$ cat config.mk
export PLATFORM = sky130hd
export DESIGN_NAME = instr_fetch
export DESIGN_NICKNAME = d
export VERILOG_FILES = /design/src/rtl/instr_fetch.sv
export SDC_FILE = /design/constraint.sdc
export NUM_CORES = 1
export LEC_CHECK = 0
export ABC_AREA = 1
export BUFFER_PORTS_ARGS = -buffer_cell sky130_fd_sc_hd__buf_4
export CORE_ASPECT_RATIO = 0.6
export CORE_MARGIN = 8
export CORE_UTILIZATION = 45
export DETAILED_ROUTE_END_ITERATION = 12
export PLACE_DENSITY_LB_ADDON = 0.2
export REMOVE_ABC_BUFFERS = 1
export SLEW_MARGIN = 20
export SYNTH_ARGS = -nofsm -noshare
export SYNTH_HDL_FRONTEND = slang
export SYNTH_SLANG_ARGS = --single-unit
$ cat constraint.sdc
create_clock -name clock -period 3.3 [get_ports clock]
set_input_delay 0.33 -clock clock [delete_from_list [all_inputs] [get_ports clock]]
set_output_delay 0.33 -clock clock [all_outputs]
set_load 0.01 [all_outputs]
$ cat src/rtl/instr_fetch.sv
// instr_fetch: fetch/issue stage feeding the pratica2 datapath. Reads a synchronous
// program ROM, latches IR (and the mvi immediate), pulses run and waits for done.
module instr_fetch #(
  parameter int unsigned ADDR_W  = 5,
  parameter int unsigned DATA_W  = 16,
  parameter logic [2:0]  MVI_OP  = 3'b001,
  parameter logic [2:0]  HALT_OP = 3'b111,
  parameter int unsigned TIMEOUT = 64
) (
  input  logic              clock,
  input  logic              resetn,
  input  logic              enable,
  output logic [ADDR_W-1:0] mem_addr,
  input  logic [DATA_W-1:0] mem_data,
  output logic [8:0]        ir,
  output logic [DATA_W-1:0] din,
  output logic              run,
  input  logic              done,
  output logic [ADDR_W-1:0] pc,
  output logic              halted,
  output logic              error
);

  localparam int unsigned      CNT_W    = $clog2(TIMEOUT) + 1;
  // Wait counter starts at 0 in the first WAIT cycle, so done is accepted for
  // TIMEOUT-1 WAIT cycles and error becomes visible TIMEOUT cycles after ISSUE.
  localparam logic [CNT_W-1:0]  CNT_LAST = CNT_W'(TIMEOUT - 2);
  localparam logic [CNT_W-1:0]  CNT_ONE  = CNT_W'(1);
  localparam logic [ADDR_W-1:0] PC_ONE   = ADDR_W'(1);

  typedef enum logic [2:0] {
    ST_IDLE   = 3'd0,
    ST_FETCH  = 3'd1,
    ST_LATCH  = 3'd2,
    ST_IMM    = 3'd3,
    ST_IMM_LT = 3'd4,
    ST_ISSUE  = 3'd5,
    ST_WAIT   = 3'd6,
    ST_HALT   = 3'd7
  } state_t;

  state_t            state_r;
  state_t            next_state_s;
  logic [ADDR_W-1:0] pc_r;
  logic [8:0]        ir_r;
  logic [DATA_W-1:0] din_r;
  logic [CNT_W-1:0]  cnt_r;
  logic              run_r;
  logic              halted_r;
  logic              error_r;
  logic [2:0]        opcode_s;
  logic              load_ir_s;
  logic              load_din_s;
  logic              inc_pc_s;
  logic              clr_cnt_s;
  logic              inc_cnt_s;
  logic              set_halt_s;
  logic              set_err_s;

  assign opcode_s = mem_data[DATA_W-1 -: 3];

  // State register.
  always_ff @(posedge clock or negedge resetn) begin
    if (!resetn) begin
      state_r <= ST_IDLE;
    end else begin
      state_r <= next_state_s;
    end
  end

  // Next-state decode and datapath control strobes.
  always_comb begin
    next_state_s = state_r;
    load_ir_s    = 1'b0;
    load_din_s   = 1'b0;
    inc_pc_s     = 1'b0;
    clr_cnt_s    = 1'b0;
    inc_cnt_s    = 1'b0;
    set_halt_s   = 1'b0;
    set_err_s    = 1'b0;
    case (state_r)
      ST_IDLE: begin
        if (enable) begin
          next_state_s = ST_FETCH;
        end else begin
          next_state_s = ST_IDLE;
        end
      end
      ST_FETCH: begin
        next_state_s = ST_LATCH;
      end
      ST_LATCH: begin
        load_ir_s = 1'b1;
        inc_pc_s  = 1'b1;
        if (opcode_s == HALT_OP) begin
          set_halt_s   = 1'b1;
          next_state_s = ST_HALT;
        end else if (opcode_s == MVI_OP) begin
          next_state_s = ST_IMM;
        end else begin
          next_state_s = ST_ISSUE;
        end
      end
      ST_IMM: begin
        next_state_s = ST_IMM_LT;
      end
      ST_IMM_LT: begin
        load_din_s   = 1'b1;
        inc_pc_s     = 1'b1;
        next_state_s = ST_ISSUE;
      end
      ST_ISSUE: begin
        clr_cnt_s = 1'b1;
        if (done) begin
          next_state_s = enable ? ST_FETCH : ST_IDLE;
        end else begin
          next_state_s = ST_WAIT;
        end
      end
      ST_WAIT: begin
        if (done) begin
          next_state_s = enable ? ST_FETCH : ST_IDLE;
        end else if (cnt_r == CNT_LAST) begin
          set_err_s    = 1'b1;
          set_halt_s   = 1'b1;
          next_state_s = ST_HALT;
        end else begin
          inc_cnt_s    = 1'b1;
          next_state_s = ST_WAIT;
        end
      end
      ST_HALT: begin
        next_state_s = ST_HALT;
      end
      default: begin
        next_state_s = ST_IDLE;
      end
    endcase
  end

  // Program counter, instruction/immediate latches, wait counter and flags.
  always_ff @(posedge clock or negedge resetn) begin
    if (!resetn) begin
      pc_r     <= {ADDR_W{1'b0}};
      ir_r     <= 9'h000;
      din_r    <= {DATA_W{1'b0}};
      cnt_r    <= {CNT_W{1'b0}};
      run_r    <= 1'b0;
      halted_r <= 1'b0;
      error_r  <= 1'b0;
    end else begin
      // run is registered off the next state so it is high exactly in ISSUE.
      run_r <= (next_state_s == ST_ISSUE);
      if (inc_pc_s) begin
        pc_r <= pc_r + PC_ONE;
      end
      if (load_ir_s) begin
        ir_r <= mem_data[DATA_W-1 -: 9];
      end
      if (load_din_s) begin
        din_r <= mem_data;
      end
      if (clr_cnt_s) begin
        cnt_r <= {CNT_W{1'b0}};
      end else if (inc_cnt_s) begin
        cnt_r <= cnt_r + CNT_ONE;
      end
      if (set_halt_s) begin
        halted_r <= 1'b1;
      end
      if (set_err_s) begin
        error_r <= 1'b1;
      end
    end
  end

  assign mem_addr = pc_r;
  assign pc       = pc_r;
  assign ir       = ir_r;
  assign din      = din_r;
  assign run      = run_r;
  assign halted   = halted_r;
  assign error    = error_r;

endmodule

==> results.cfg, run 1 <==
[layout]
seqCellArea_mm2 = 0.001076
antenna_cells = 0
nFillCells = 386
drive_gt1_frac = 0.3345
synthToLayoutAreaGrowth_pct = 27.50
layout_common_cells = nand2_1, buf_4, dfrtp_1
multi_input_area_um2 = 817.0
final_common_cell = nand2_1
post-route-util = 0.5848
fin_cells = 338
nNetsFinal = 297

[routing]
drc = 0
wire_per_inst_um = 12.88
ant_nets = 0
routed_wl_um = 4355
drt_first_pass_iters = 4
dr.first_iter.drc_count = 94
vias = 1591
drt-vias-per-instance = 4.707

[synthesis]
ys_warn_count = 0
synth_fa_ha_area_frac = 0.01821
synth-simple-area-share = 0.2344
seq_area_frac_synth = 0.5222
synthArstFlopShare = 1.000
synth_compound_area_frac = 0.07407
synth_edf_count = 0
synth-main-ff-cell = dfrtp_1
synth_top_family_by_area = simple AND/OR/NAND/NOR gates
synth_area_per_cell_um2 = 9.410
synth_area_leaders = dfrtp_1, nand2_1, nand3_1
ys_types = 27
ys_ff_latch = 43
synth_area_mm2 = 0.002061
synthMuxAreaShare = 0.04007
synth_top_area_frac = 0.5222
synth_xor_area_frac = 0.02975
synth_area_leader_cell = dfrtp_1
synth_cells = 219

[cts]
holdBufCountCts = 0
post_cts_buffers = 0
clk_pin_slew_worst_paths_ns = 0.08
cts_resized = 0
clock_sinks = 43
clk_latency_ns = 0.29
clockBufferDepth = 2
cts_root_buf = clkbuf_8
tritoncts = built
h-tree-depth = 2
cts_made_buffers = 5

[worst_setup_path]
crit_type = register to register
rr_endpoint = cnt_r[0]$_DFFE_PN0P_
crit_chain = nand4_1 -> o21ai_1 -> o21ai_0
ff2ff_setup_slack_ns = 1.88
max_stage_delay_ns = 0.59
worstPathArrival_ns = 1.57
path_max_fanout = 9
cp_num_buf_inv = 0
required_ns = 3.46
critPathLaunchType = register
r2r_cells = 3
cp_top_family = flip-flops
end_kind = register
rr_startpoint = state_r[2]$_DFF_PN0_
critPathSlowestCell = dfrtp_1

[timing]
max_freq_ghz = 0.7065
hold_viol = 0
finalCritPeriodShare = 0.4289
period_minus_slack_ns = 1.415
tns_ns = 0
rsz0062_at_grt = false
setup_viol = 0
maxSlewViolCount = 0
maxSlewHeadroom = 0.6369
skew_ns = 0.009376
tightest_slew_ns = 0.5446

[grt]
grt_pass1_vias = 1548
grt_usage = 0.1373
grt-ovfl-total = 0
antenna_found_initial = 0
grt_pass1_wl_um = 7424
grt_max_degree = 44

[placed_design]
dp.cells = 330
routabilityCongestion = 0.8011
port_buffers = 57
dp_hpwl_um = 3254

[power_and_ir_drop]
vdd_drop_max_mv = 0.2649
leakage_nw = 1.358
power_density_mw_per_mm2 = 403.6
total_power_w = 0.001061

[worst_hold_path]
holdCritPathClass = primary input to async pin

[floorplan]
die_height_um = 68.42
ioPinCount = 58
core_mm2 = 0.004493
dieArea_mm2 = 0.007072
num_rows = 19
die_w_um = 103.4
initial_core_util = 0.4586

[run_status]
outcome = complete, no violations

[run]
drv_cap = 0
## power by group
group	total [W]	switching [W]	internal, W
combinational	0.0000492	0.0000244	0.0000248
sequential	0.000533	0.00000230	0.000531
clock	0.000478	0.000176	0.000302
## Yosys cell counts (2+ instances only)
library cell and number:
inv_1 22, nand2_2 2, nand2_1 62, o21ai_2 8
buf_4 6, nor2_4 4, ha_1 3, o21ai_0 13
dfrtp_1 43, nand3_2 2, nor2_1 7, xor2_1 6
buf_6 2, nand2_4 2, nand4_1 4, nand3_1 17
mux2_2 6
## registers in the layout, indices dropped and copies added (netlist names)
signal    cells
ir            9
run           1
cnt_r         7
halted        1
error         1
state_r       3
din          16
mem_addr      5
## worst max-delay path by stage
stage                                    start                   end  slack [ns]  depth (start not counted)
final                     state_r[2]$_DFF_PN0_  cnt_r[0]$_DFFE_PN0P_        1.88                          3
after global routing      cnt_r[0]$_DFFE_PN0P_         run$_DFF_PN0_        1.74                          8
after CTS                 cnt_r[0]$_DFFE_PN0P_         run$_DFF_PN0_        1.89                          8
after detailed placement  cnt_r[0]$_DFFE_PN0P_         run$_DFF_PN0_        1.91                          8
after global placement    cnt_r[0]$_DFFE_PN0P_         run$_DFF_PN0_        1.95                          8
after floorplan           cnt_r[0]$_DFFE_PN0P_         run$_DFF_PN0_        2.05                          8
## per-stage QoR
| stage | setup WS, ns | hold slack (ns) | cell area (µm²) |
|---|---|---|---|
| 2_1_floorplan | 2.052 | 0.03441 | 1988 |
| 3_5_place_dp | 1.906 | 0.3542 | 2495 |
| 4_1_cts | 1.886 | 0.02725 | 2628 |
| 6_report | 1.885 | 0.01267 | 2628 |
| 3_3_place_gp | 1.946 | 0.3543 | 2495 |
| 5_1_grt | 1.743 | 0.04148 | 2628 |
## per-layer routing
metal,share of wire,up-vias,global-route usage
li1,-,803,-
met4,0.013,0,0.05367
met3,0.11,8,0.07005
met5,0,-,0
met1,0.49,729,0.1777
met2,0.39,51,0.1900
## layout make-up
type	count	share of cell area
Clock inverter	2	0.02286
Clock buffer	6	0.02762
Inverter	24	0.03619
Multi-Input combinational cell	143	0.3110
Sequential cell	43	0.4095
Timing Repair Buffer	57	0.1629
Tap cell	63	0.03000
## logic make-up (layout without fill, tap and decap cells)
group                    after synthesis  after routing
AO/OA/AOI/OAI                         24             24
XOR/XNOR                               7              7
adder cells (fa/ha/maj)                3              3
buffers and inverters                 33             89
flip-flops                            43             43
multiplexers                           7              7
AND/OR/NAND/NOR                      102            102
## worst register-to-register path, delay by kind of cell (launching register included)
family | cells | cell delay (ns)
and+or+nand+nor | 1 | 0.24
AOI/OAI and AO/OA | 2 | 0.45
DFF | 1 | 0.59
(Power assumes the default switching activity.)
==> inputs of run 2 (changes only) <==
Settings changed: ABC_AREA 1 to 0.
Clock period 3.3 ns to 1.4 ns, I/O delays scaled along.
==> run 2 against run 1 <==
- the flow now finishes with violations (setup timing)
- via count fell by 9.1%
- maximum frequency fell by 10%
- critical endpoint is now cnt_r[6]$_DFFE_PN0P_
- clock skew fell by 0.0011 ns
==> results.cfg, run 2 <==
[placed_design]
dpl_cell_area_mm2 = 0.002487
dp.cells = 277
routabilityCongestion = 0.8371
dp_hpwl_um = 3218
port_buffers = 57

[worst_setup_path]
critPathLaunchType = register
path_max_fanout = 2
required_ns = 1.62
crit_type = register to register
end_kind = register
worstPathArrival_ns = 1.80

[routing]
drt_first_pass_iters = 4
dr.first_iter.drc_count = 57
vias = 1446
ant_nets = 0
drc = 0
wire_per_inst_um = 16.01
routed_wl_um = 4706
drt-vias-per-instance = 4.918

[power_and_ir_drop]
leakage_nw = 1.312
power_density_mw_per_mm2 = 2262
vdd_drop_max_mv = 1.330

[layout]
layout_common_cells = buf_4, dfrtp_1, mux2_2
fin_cells = 294
drive_gt1_frac = 0.5598
synthToLayoutAreaGrowth_pct = 46.27
post-route-util = 0.6793
nNetsFinal = 256
largest_reg_flops = 16
final_common_cell = buf_4
stdcell_area_mm2 = 0.002769
antenna_cells = 0

[synthesis]
ys_types = 35
synth_commonest_cells = dfrtp_1, mux2_2, nor2_1, a21oi_1
synthArstFlopShare = 1.000
yosys.cell_count.top_type = dfrtp_1
synth_top_area_frac = 0.5684
synth_area_per_cell_um2 = 12.71
synth_area_mm2 = 0.001893
seq_area_frac_synth = 0.5684
ys_ff_latch = 43
synth-main-ff-cell = dfrtp_1
ys_warn_count = 0
synth_area_leader_cell = dfrtp_1
synth_area_leaders = dfrtp_1, mux2_2, xor2_1
synth_cells = 149
synth_edf_count = 0

[grt]
grt-ovfl-total = 0
grt_pass1_vias = 1533
grt_pass1_wl_um = 7376
grt_max_degree = 44
grt_usage = 0.1413
antenna_found_initial = 0

[cts]
tritoncts = built
clockBufferDepth = 2
cts_root_buf = clkbuf_8
clk_latency_ns = 0.29
cts_made_buffers = 5
clock_sinks = 43
clk_pin_slew_worst_paths_ns = 0.08
h-tree-depth = 2

[floorplan]
core_mm2 = 0.004076
initial_core_util = 0.4644
dieArea_mm2 = 0.006606
num_rows = 18
die_height_um = 66.24
ioPinCount = 58
die_w_um = 99.74

[run]
drv_cap = 0

[worst_hold_path]
holdCritPathClass = primary input to register

[timing]
maxSlewViolCount = 0
rsz0062_at_grt = true
timing.final.ws_setup_ns = -0.1763
setup_viol = 24
period_minus_slack_ns = 1.576
tightest_slew_ns = 0.5498
finalCritPeriodShare = 1.126
maxSlewHeadroom = 0.6321
skew_ns = 0.008323
hold_viol = 0
max_freq_ghz = 0.6344
tns_ns = -0.8059

[run_status]
outcome = complete, but fails checks
failed_checks = setup timing
-- run 2: cell count changes after synthesis, moves of 3 or more --
cell / before / now
nand3_1: 17 / 2
nand2b_1: 0 / 4
nor2_4: 4 / 0
nand2_1: 62 / 5
inv_1: 22 / 2
xnor2_1: 1 / 4
a21oi_1: 1 / 8
o21ai_2: 8 / 0
o21ai_0: 13 / 3
mux2_2: 6 / 24
-- run 2: logic make-up (layout without fill, tap and decap cells) --
| kind of cell | after synthesis | in the layout | share of synthesized area |
|---|---|---|---|
| AO/OA/AOI/OAI | 19 | 19 | 0.06147 |
| adder cells (fa/ha/maj) | 3 | 3 | 0.01983 |
| AND/OR/NAND/NOR | 38 | 38 | 0.1176 |
| flip-flops | 43 | 43 | 0.5684 |
| multiplexers | 27 | 27 | 0.1599 |
| buffers and inverters | 10 | 95 | 0.03107 |
| XOR/XNOR | 9 | 9 | 0.04164 |
-- run 2: cell type report --
type	count	area (µm²)
repair buffers	85	666.9
fillers	298	1308
inverters	2	7.507
clock buffers	6	72.57
well taps	60	75.07
multi-input cells	96	858.3
clock inverters	2	12.51
flip-flops and latches	43	1076
-- run 2: repair_timing --
| action | in CTS | in global routing |
|---|---|---|
| cloned | 1 | 0 |
| gates resized for setup | 16 | 15 |
| pin swaps | 7 | 7 |
| endpoints found under the setup margin | 36 | 36 |
| setup buffers | 4 | 3 |
| hold buffers | 1 | 0 |
| hold endpoints to repair | 43 | 0 |
-- run 2: path summary, 6_finish.rpt --
kind | to | depth (start not counted) | start | slack [ns]
min in group asynchronous | cnt_r[1]$_DFFE_PN0P_ | 2 | resetn | 0.38
min reg2reg | error$_DFFE_PN0P_ | 1 | error$_DFFE_PN0P_ | 0.48
max reg2reg | cnt_r[6]$_DFFE_PN0P_ | 4 | state_r[0]$_DFF_PN0_ | -0.18
max in group asynchronous | mem_addr[3]$_DFFE_PN0P_ | 2 | resetn | 0.66
min | din[6]$_DFFE_PN0P_ | 2 | mem_data[6] | 0.07
max | cnt_r[6]$_DFFE_PN0P_ | 4 | state_r[0]$_DFF_PN0_ | -0.18
-- run 2: where the power goes --
| part | leakage [nW] | internal (W) | switching (W) |
|---|---|---|---|
| combinational | 0.745 | 0.00193 | 0.00142 |
| sequential | 0.525 | 0.00180 | 0.000356 |
| clock | 0.0412 | 0.000349 | 0.000414 |
-- run 2: worst max-delay path, stage by stage, from the launching register on --
cell and delay (ns):
dfrtp_1 0.39, and4bb_2 0.31, or3b_4 0.37, or3_1 0.32
a21oi_2 0.11
-- run 2: routing by layer --
layer | wire length (µm) | share of wire | track usage
met1 | 2107 | 0.45 | 0.1687
met2 | 2083 | 0.44 | 0.2200
met3 | 415 | 0.088 | 0.05672
met4 | 99 | 0.021 | 0.06742
met5 | 0 | 0 | 0
-- run 2: stage by stage --
step	total power [W]	hold slack, ns	worst slack (ns)
2_1_floorplan	0.003519	-0.1556	-0.3169
3_3_place_gp	0.004904	0.1548	-0.1101
3_5_place_dp	0.004997	0.1692	-0.1894
4_1_cts	0.006033	0.06641	-0.1620
5_1_grt	0.006673	0.06329	-0.2399
6_report	0.006264	0.06519	-0.1763
==> inputs of run 3 (changes only) <==
==> constraint.sdc (replaced) <==
create_clock -name clock -period 1.4 [get_ports clock]
set_input_delay 0.28 -clock clock [delete_from_list [all_inputs] [get_ports clock]]
set_output_delay 0.28 -clock clock [all_outputs]
set_load 0.01 [all_outputs]
==> run 3 against run 2 <==
- the run still ends with setup timing left
- total power increased by 6.0%
- largest power group unchanged
- die area unchanged
- critical endpoint unchanged
- register-to-register slack got worse by 0.05 ns
- first-iteration DRC count decreased by 14%
- highest routed layer unchanged
- sequential cell count unchanged
- non-clock buffer count decreased by 1
- design area increased by 2.6%
==> results.cfg, run 3 (synthesis results as in run 2) <==
[run_status]
outcome = complete, but fails checks
failed_checks = setup timing

[power_and_ir_drop]
leakage_nw = 1.338
power_density_mw_per_mm2 = 2337
vdd_drop_max_mv = 1.547

[layout]
nFillCells = 286
seqCellArea_mm2 = 0.001077
final_common_cell = buf_4
drive_gt1_frac = 0.5794
layout_common_cells = buf_4, dfrtp_1, mux2_2
fin_cells = 293
synthToLayoutAreaGrowth_pct = 50.10
largest_reg_flops = 16
multi_input_area_um2 = 879.6
antenna_cells = 0
nNetsFinal = 255

[timing]
rsz0062_at_grt = true
skew_ns = 0.007127
max_freq_ghz = 0.6154
maxSlewViolCount = 0
timing.final.ws_setup_ns = -0.2251
period_minus_slack_ns = 1.625
setup_viol = 30
tightest_slew_ns = 0.5427
timing.hold.ws_ns = 0.1982
finalCritPeriodShare = 1.161
maxSlewHeadroom = 0.6382
hold_viol = 0

[floorplan]
dieArea_mm2 = 0.006606
initial_core_util = 0.4644
core_mm2 = 0.004076
ioPinCount = 58
die_w_um = 99.74
num_rows = 18
die_height_um = 66.24

[cts]
cts_made_buffers = 5
clk_latency_ns = 0.29
cts_root_buf = clkbuf_8
tritoncts = built
clockBufferDepth = 2
clk_pin_slew_worst_paths_ns = 0.08
h-tree-depth = 2
clock_sinks = 43

[worst_setup_path]
worstPathArrival_ns = 1.85
critPathLaunchType = register
crit_type = register to register
rr_endpoint = cnt_r[6]$_DFFE_PN0P_
max_stage_delay_ns = 0.41
path_max_fanout = 2
r2r_cells = 4
critPathSlowestCell = dfrtp_1
rr_startpoint = state_r[0]$_DFF_PN0_
crit_chain = and4bb_2 -> or3b_4 -> or3_4 -> a21oi_2
cp_num_buf_inv = 0
cp_top_family = simple AND/OR/NAND/NOR gates
ff2ff_setup_slack_ns = -0.23
required_ns = 1.63
end_kind = register

[routing]
ant_nets = 0
drt_first_pass_iters = 4
wire_per_inst_um = 16.24
routed_wl_um = 4757
dr.first_iter.drc_count = 49
vias = 1446
drc = 0
drt-vias-per-instance = 4.935

[placed_design]
routabilityCongestion = 0.8781
dp.cells = 279
port_buffers = 57
dp_hpwl_um = 3289

[grt]
antenna_found_initial = 0
grt_max_degree = 44
grt_usage = 0.1429
grt-ovfl-total = 0
grt_pass1_wl_um = 7334
grt_pass1_vias = 1500

[worst_hold_path]
hold_end = din[5]$_DFFE_PN0P_
hold_start = mem_data[5]
holdCritPathClass = primary input to register
hold_path_depth = 2

[run]
drv_cap = 0
[run 3: final cells by class]
cell class,instances,share of cell area
inverters,2,0.003523
multi-input cells,96,0.3096
repair buffers,84,0.2334
well taps,60,0.02642
clock inverters,3,0.02378
flip-flops and latches,43,0.3791
clock buffers,5,0.02422
[run 3: worst register-to-register path, stage by stage (launching register included)]
cell	delay, ns
dfrtp_1	0.41
and4bb_2	0.31
or3b_4	0.38
or3_4	0.33
a21oi_2	0.13
[run 3: where the power goes]
group	total [W]	internal [W]	switching, W
registers	0.00219	0.00180	0.000383
logic	0.00333	0.00191	0.00142
clock network	0.00113	0.000711	0.000418
total	0.00664	0.00442	0.00222
[run 3: worst max path at each step]
stage / from / endpoint / slack, ns / cells after the start
2_1_floorplan: state_r[0]$_DFF_PN0_ / cnt_r[6]$_DFFE_PN0P_ / -0.32 / 4
3_3_place_gp: done / cnt_r[6]$_DFFE_PN0P_ / -0.15 / 5
3_5_place_dp: cnt_r[0]$_DFFE_PN0P_ / run$_DFF_PN0_ / -0.22 / 6
4_1_cts: state_r[0]$_DFF_PN0_ / cnt_r[6]$_DFFE_PN0P_ / -0.15 / 4
5_1_grt: cnt_r[0]$_DFFE_PN0P_ / run$_DFF_PN0_ / -0.24 / 6
6_report: state_r[0]$_DFF_PN0_ / cnt_r[6]$_DFFE_PN0P_ / -0.23 / 4
[run 3: through the flow]
| stage | worst slack [ns] | utilization | instance area (µm²) | total power, W | setup TNS, ns |
|---|---|---|---|---|---|
| 5_1_grt | -0.2437 | 0.6971 | 2841 | 0.007069 | -3.048 |
| 6_report | -0.2251 | 0.6971 | 2841 | 0.006641 | -1.468 |
| 4_1_cts | -0.1534 | 0.6756 | 2754 | 0.006394 | -0.8985 |
| 3_5_place_dp | -0.2238 | 0.6139 | 2502 | 0.005027 | -1.124 |
| 3_3_place_gp | -0.1489 | 0.6139 | 2502 | 0.004929 | -0.5311 |
| 2_1_floorplan | -0.3169 | - | 1842 | 0.003519 | -3.114 |
[run 3: what timing repair did]
item / 4_1_cts / 5_1_grt
endpoints found under the hold margin: 43 / 0
hold buffers: 1 / 0
buffers inserted: 4 / 2
endpoints found under the setup margin: 28 / 39
cloned: 0 / 1
pin swaps: 4 / 10
resized for setup: 16 / 24
[run 3: per-layer routing]
layer | up-vias | GRT usage | share of wire
li1 | 683 | - | -
met1 | 695 | 0.1750 | 0.45
met5 | - | 0 | 0
met2 | 64 | 0.2117 | 0.42
met3 | 4 | 0.06408 | 0.11
met4 | 0 | 0.06742 | 0.014
